`config.mk`:
```
export PLATFORM = sky130hd
export DESIGN_NAME = time_keeper
export DESIGN_NICKNAME = d
export VERILOG_FILES = /design/src/rtl/time_pkg.sv /design/src/rtl/bcd_mod_counter.sv /design/src/rtl/time_keeper.sv
export SDC_FILE = /design/constraint.sdc
export NUM_CORES = 1
export LEC_CHECK = 0
export BUFFER_PORTS_ARGS = -buffer_cell sky130_fd_sc_hd__buf_4
export CORE_ASPECT_RATIO = 0.7
export CORE_MARGIN = 4
export CORE_UTILIZATION = 50
export CTS_CLUSTER_SIZE = 28
export DETAILED_ROUTE_END_ITERATION = 6
export GPL_TIMING_DRIVEN = 0
export PLACE_DENSITY = 0.75
export SYNTH_ARGS = -nofsm -noshare
export SYNTH_HDL_FRONTEND = slang
export SYNTH_SLANG_ARGS = --single-unit
```
`constraint.sdc`:
```
create_clock -name clk -period 1.9 [get_ports clk]
set_input_delay 0.19 -clock clk [delete_from_list [all_inputs] [get_ports clk]]
set_output_delay 0.19 -clock clk [all_outputs]
set_load 0.01 [all_outputs]
```
`src/rtl/time_pkg.sv`:
```
// Shared encodings and constants for the time-of-day counter.
// The set-mode encoding is visible on the set_mode output.
package time_pkg;

    typedef enum logic [1:0] {
        MODE_RUN      = 2'b00,
        MODE_SET_HOUR = 2'b01,
        MODE_SET_MIN  = 2'b10
    } set_mode_e;

    localparam logic [7:0] SEC_MAX = 8'h59;
    localparam logic [7:0] MIN_MAX = 8'h59;

    // Packs a small binary value (0..99) into two BCD digits.
    function automatic logic [7:0] bin_to_bcd(input int value);
        return {4'(value / 10), 4'(value % 10)};
    endfunction

endpackage

```
`src/rtl/bcd_mod_counter.sv`:
```
// Two-digit packed-BCD counter that wraps MOD-1 -> 00.
// carry flags the increment that causes the wrap, so counters can be chained.
module bcd_mod_counter
    import time_pkg::*;
#(
    parameter int MOD = 60
) (
    input  logic       clk,
    input  logic       clr_n,
    input  logic       inc,
    input  logic       clear,
    output logic [7:0] bcd,
    output logic       carry
);

    localparam logic [7:0] LAST = bin_to_bcd(MOD - 1);

    logic [7:0] bcd_q;
    logic [7:0] bcd_d;

    // NOTE: every combinational output gets a default first, so no path infers a latch.
    always_comb begin
        bcd_d = bcd_q;
        if (clear) begin
            bcd_d = 8'h00;
        end else if (inc) begin
            if (bcd_q >= LAST) begin
                bcd_d = 8'h00;
            end else if (bcd_q[3:0] >= 4'd9) begin
                bcd_d = {bcd_q[7:4] + 4'd1, 4'd0};
            end else begin
                bcd_d = {bcd_q[7:4], bcd_q[3:0] + 4'd1};
            end
        end
    end

    // NOTE: state flops use non-blocking assignments so all registers update together.
    always_ff @(posedge clk or negedge clr_n) begin
        if (!clr_n) begin
            bcd_q <= 8'h00;
        end else begin
            bcd_q <= bcd_d;
        end
    end

    assign bcd   = bcd_q;
    assign carry = inc && (bcd_q == LAST);

endmodule

```
`src/rtl/time_keeper.sv`:
```
// Time-of-day counter: syncs the 1 Hz tick and buttons, detects rising edges,
// and runs a RUN / SET_HOUR / SET_MIN state machine over three chained BCD counters.
module time_keeper
    import time_pkg::*;
#(
    parameter int SYNC_STAGES = 2,
    parameter int HOUR_MOD    = 24
) (
    input  logic       clk,
    input  logic       clr_n,
    input  logic       tick_1hz,
    input  logic       btn_mode,
    input  logic       btn_inc,
    output logic [7:0] hour_bcd,
    output logic [7:0] min_bcd,
    output logic [7:0] sec_bcd,
    output logic [1:0] set_mode,
    output logic       sec_pulse
);

    localparam int TICK = 0;
    localparam int MODE = 1;
    localparam int INC  = 2;

    logic [2:0] sync_q [SYNC_STAGES];
    logic [2:0] delay_q;
    logic [2:0] edge_q;

    // NOTE: the sync chain is a small flop array, so it is reset like any other state.
    always_ff @(posedge clk or negedge clr_n) begin
        if (!clr_n) begin
            for (int i = 0; i < SYNC_STAGES; i++) sync_q[i] <= 3'b000;
            delay_q <= 3'b000;
            edge_q  <= 3'b000;
        end else begin
            sync_q[0] <= {btn_inc, btn_mode, tick_1hz};
            for (int i = 1; i < SYNC_STAGES; i++) sync_q[i] <= sync_q[i-1];
            delay_q <= sync_q[SYNC_STAGES-1];
            edge_q  <= sync_q[SYNC_STAGES-1] & ~delay_q;
        end
    end

    logic tick_press, mode_press, inc_press;
    assign tick_press = edge_q[TICK];
    assign mode_press = edge_q[MODE];
    assign inc_press  = edge_q[INC];

    set_mode_e state_q;
    logic      sec_pulse_q;

    always_ff @(posedge clk or negedge clr_n) begin
        if (!clr_n) begin
            state_q     <= MODE_RUN;
            sec_pulse_q <= 1'b0;
        end else begin
            sec_pulse_q <= tick_press;
            case (state_q)
                MODE_RUN:      if (mode_press) state_q <= MODE_SET_HOUR;
                MODE_SET_HOUR: if (mode_press) state_q <= MODE_SET_MIN;
                MODE_SET_MIN:  if (mode_press) state_q <= MODE_RUN;
                default:       state_q <= MODE_RUN;
            endcase
        end
    end

    logic in_run, in_set_hour, in_set_min;
    logic sec_inc, sec_clr, min_inc, hour_inc;
    logic sec_carry, min_carry, hour_carry_unused;

    assign in_run      = (state_q == MODE_RUN);
    assign in_set_hour = (state_q == MODE_SET_HOUR);
    assign in_set_min  = (state_q == MODE_SET_MIN);

    // Mode press takes priority: an inc arriving with it is dropped.
    assign sec_inc  = tick_press & in_run;
    assign sec_clr  = mode_press & in_set_min;
    assign min_inc  = (sec_carry & in_run) | (inc_press & ~mode_press & in_set_min);
    assign hour_inc = (min_carry & in_run) | (inc_press & ~mode_press & in_set_hour);

    bcd_mod_counter #(.MOD(60)) u_sec (
        .clk   (clk),
        .clr_n (clr_n),
        .inc   (sec_inc),
        .clear (sec_clr),
        .bcd   (sec_bcd),
        .carry (sec_carry)
    );

    bcd_mod_counter #(.MOD(60)) u_min (
        .clk   (clk),
        .clr_n (clr_n),
        .inc   (min_inc),
        .clear (1'b0),
        .bcd   (min_bcd),
        .carry (min_carry)
    );

    bcd_mod_counter #(.MOD(HOUR_MOD)) u_hour (
        .clk   (clk),
        .clr_n (clr_n),
        .inc   (hour_inc),
        .clear (1'b0),
        .bcd   (hour_bcd),
        .carry (hour_carry_unused)
    );

    assign set_mode  = state_q;
    assign sec_pulse = sec_pulse_q;

endmodule

```
==> results.toml <==
[global_route]
grt_util_met1_pct = 26.0
grt_pass1_wl_um = 6690
overflow = 0
grtUsageTotal_pct = 18.3
first_global_vias = 1390
gr-max-usage-layer = "met2"
grt_max_degree = 40
antenna_found_initial = 0
grt_util_met3_pct = 5.17
use_met2_pct = 27.5

[drt]
vias_per_cell = 5.35
drtIter0Drc = 111
firstDrtPassIters = 5
routed_wl_um = 4090
ant_nets = 0
wl_per_cell_um = 15.0
vias = 1461
drc = 0

[timing]
period_share_pct = 99.2
setup_ws_ns = 0.0157
slew_violations = 0
fmax_mhz = 531
setup_viol = 0
hold_viol = 0
fin_worst_skew_ns = 0.0116
worstMarginPinSlew_ns = 0.568
maxSlewHeadroom_pct = 61.6
setup_tns_ns = 0
rsz0062_at_grt = "true"
min_period_ns = 1.88

[floorplanning]
die_area_sq_um = 4850
die_x_um = 81.6
die_h_um = 59.5
rows = 18
io-pin-count = 32
core_area_sq_um = 3580
initial_core_util_pct = 52.9

[power_and_ir_drop]
power.switching_uw = 995
finalPower_mw = 3.05
peakVddDrop_uv = 840
p_sw_share_pct = 32.6
p_int_mw = 2.06
power_frac_seq_pct = 38.4
power.leakage_nw = 1.22
p_per_area_nw_per_um2 = 1210
clkPwrFrac_pct = 27.1
combPwrFrac_pct = 34.5

[layout]
fill_cells = 258
nets = 242
drive_above_1_share_pct = 34.1
antennaDiodeCount = 0
syn_to_final_growth_pct = 33.3
fin_util_pct = 70.5
multiInputGateArea_sq_um = 918
regArea_sq_um = 981

[worst_setup_path]
crit_chain = "or3b_4 -> nor4_4 -> buf_4 -> o21ai_0 -> a22o_1"
crit_type = "reg2reg"
crit_path_end_kind = "flop"
reg2reg_slack_ns = 0.02
crit_required_ns = 2.07
r2r_start = "u_sec.bcd[2]"
cp-endpoint = "u_hour.bcd[4]"
slowest_delay_ns = 0.44
cp_slowest_cell = "dfrtp_2"
rr_worst_depth = 5
startpoint = "u_sec.bcd[2]"
path_max_fanout = 5
arrival_ns = 2.06
r2r_end = "u_hour.bcd[4]"
start_kind = "flop"

[yosys]
synth.most_common_cell = "dfrtp_1"
synthesis.nets = 189
synth-seq-area-share_pct = 51.5
synth_ff_type = "dfrtp_1"
synth_top_area_share_pct = 51.5
synth_cell_types = 47
synth_area_sq_um = 1890
syn_avg_cell_area_sq_um = 11.2
synth_async_sr_flop_share_pct = 100
synth_seq_cells = 39
yosysWarnings = 0
synth_common_cells = "39 x dfrtp_1, 15 x ha_1, 12 x inv_1, 9 x nand2_1, 8 x nor2_1"
yosysTopAreaCell = "dfrtp_1"
synth_edf_count = 0
syn-instance-count = 169
synthTopCellsByArea = "dfrtp_1 52%, ha_1 9.9%, inv_1 2.4%"

[placement]
routabilityCongestion = 0.842
post-dp-hpwl_um = 2750
dp_worst_setup_slack_ns = -0.153
numPortBuffers = 31

[clock_tree]
root_buffer = "clkbuf_8"
clock_latency_ns = 0.29
clock_path_buffers = 2
numCtsBuffers = 5
clock-sinks = 39
h-tree-depth = 2
clk_pin_slew_ns = 0.08
cts_tree = "done"

[flow_run]
cap_violations = 0

[outcome]
outcome = "finished clean"

[min_path]
worstHoldPathType = "reg2reg"
worst max-delay path: cells and delay by family (launching register included):
kind / cells / cell delay, ns
compound gates: 2 / 0.40
buf+inv: 1 / 0.17
flops: 1 / 0.44
simple gates: 2 / 0.75
worst min path at each step:
stage                          from  slack [ns]       endpoint  cells past startpoint
after global placement        clr_n        0.18   u_sec.bcd[0]                      1
after CTS                 sync_q[4]        0.35      sync_q[1]                      0
final                     sync_q[4]        0.35      sync_q[1]                      0
after global routing      sync_q[5]        0.36      sync_q[2]                      0
after floorplan               clr_n       -0.11     delay_q[0]                      0
after detailed placement      clr_n        0.18  u_hour.bcd[0]                      1
cell usage in the layout (no fill, tap or decap), drive strengths merged, types with 2 or more instances in the layout:
| master | n |
|---|---|
| a41oi | 2 |
| dfrtp | 39 |
| nor2b | 6 |
| a21oi | 4 |
| nand2 | 9 |
| buf | 45 |
| inv | 12 |
| nand2b | 6 |
| nor2 | 8 |
| clkbuf | 5 |
| nor3 | 5 |
| a22o | 5 |
| a21o | 3 |
| or2 | 3 |
| o211ai | 2 |
| dlygate4sd3 | 4 |
| or3b | 3 |
| nand4b | 2 |
| nand4bb | 2 |
| nand3 | 3 |
| bufinv | 2 |
| o22ai | 3 |
| and2 | 5 |
| mux2 | 2 |
| ha | 15 |
| o21ai | 9 |
routing by layer:
layer | routed length (um) | vias to the layer above
met2 | 1880 | 43
met1 | 1950 | 701
met3 | 213 | 7
met5 | 0 | -
met4 | 36 | 0
li1 | - | 710
what timing repair did:
action / 4_1_cts / 5_1_grt
gates resized for setup: 5 / 15
buffers inserted: 8 / 4
hold endpoints to repair: 42 / 0
pin swaps: 5 / 8
setup endpoints to repair: 13 / 15
cloned: 0 / 0
hold buffers: 4 / 0
state kept, by name, summed over array words and instances (netlist names):
register	cells
delay_q	3
u_hour.bcd	8
edge_q	3
u_sec.bcd	8
sync_q	6
set_mode	2
u_min.bcd	8
sec_pulse	1
logic make-up after synthesis:
group,Yosys count,share of synthesized area (%)
xor gates and xnor gates,1,0.462
AOI/OAI and AO/OA,37,13.7
buffers and inverters,15,3.10
adders and majority gates,15,9.91
DFF,39,51.5
and+or+nand+nor,59,19.6
muxes,3,1.72
metrics by stage:
step | cells | area (sq um) | hold WS (ns)
after detailed placement | 250 | 2190 | 0.182
final | 273 | 2520 | 0.353
after global placement | 250 | 2190 | 0.179
after floorplan | 169 | 1900 | -0.106
after global routing | 273 | 2520 | 0.361
after CTS | 269 | 2450 | 0.354
area by class of cell:
cell class	instances	area share (%)
Inverter	12	1.78
Clock buffer	5	2.73
Tap cell	50	2.48
Buffer	2	0.595
Multi-Input combinational cell	115	36.4
Clock inverter	3	2.68
Sequential cell	39	38.9
Timing Repair Buffer	47	14.5
power by group through the flow:
| stage | Sequential [mW] | Combinational (mW) | Clock [mW] |
|---|---|---|---|
| after global routing | 1.20 | 1.18 | 0.868 |
| after CTS | 1.16 | 0.992 | 0.839 |
| final | 1.17 | 1.05 | 0.827 |
| after global placement | 1.17 | 0.838 | 0 |
| after floorplan | 1.21 | 0.484 | 0 |
| after detailed placement | 1.20 | 0.881 | 0 |
Note: power is estimated with default switching activity, not from simulation.
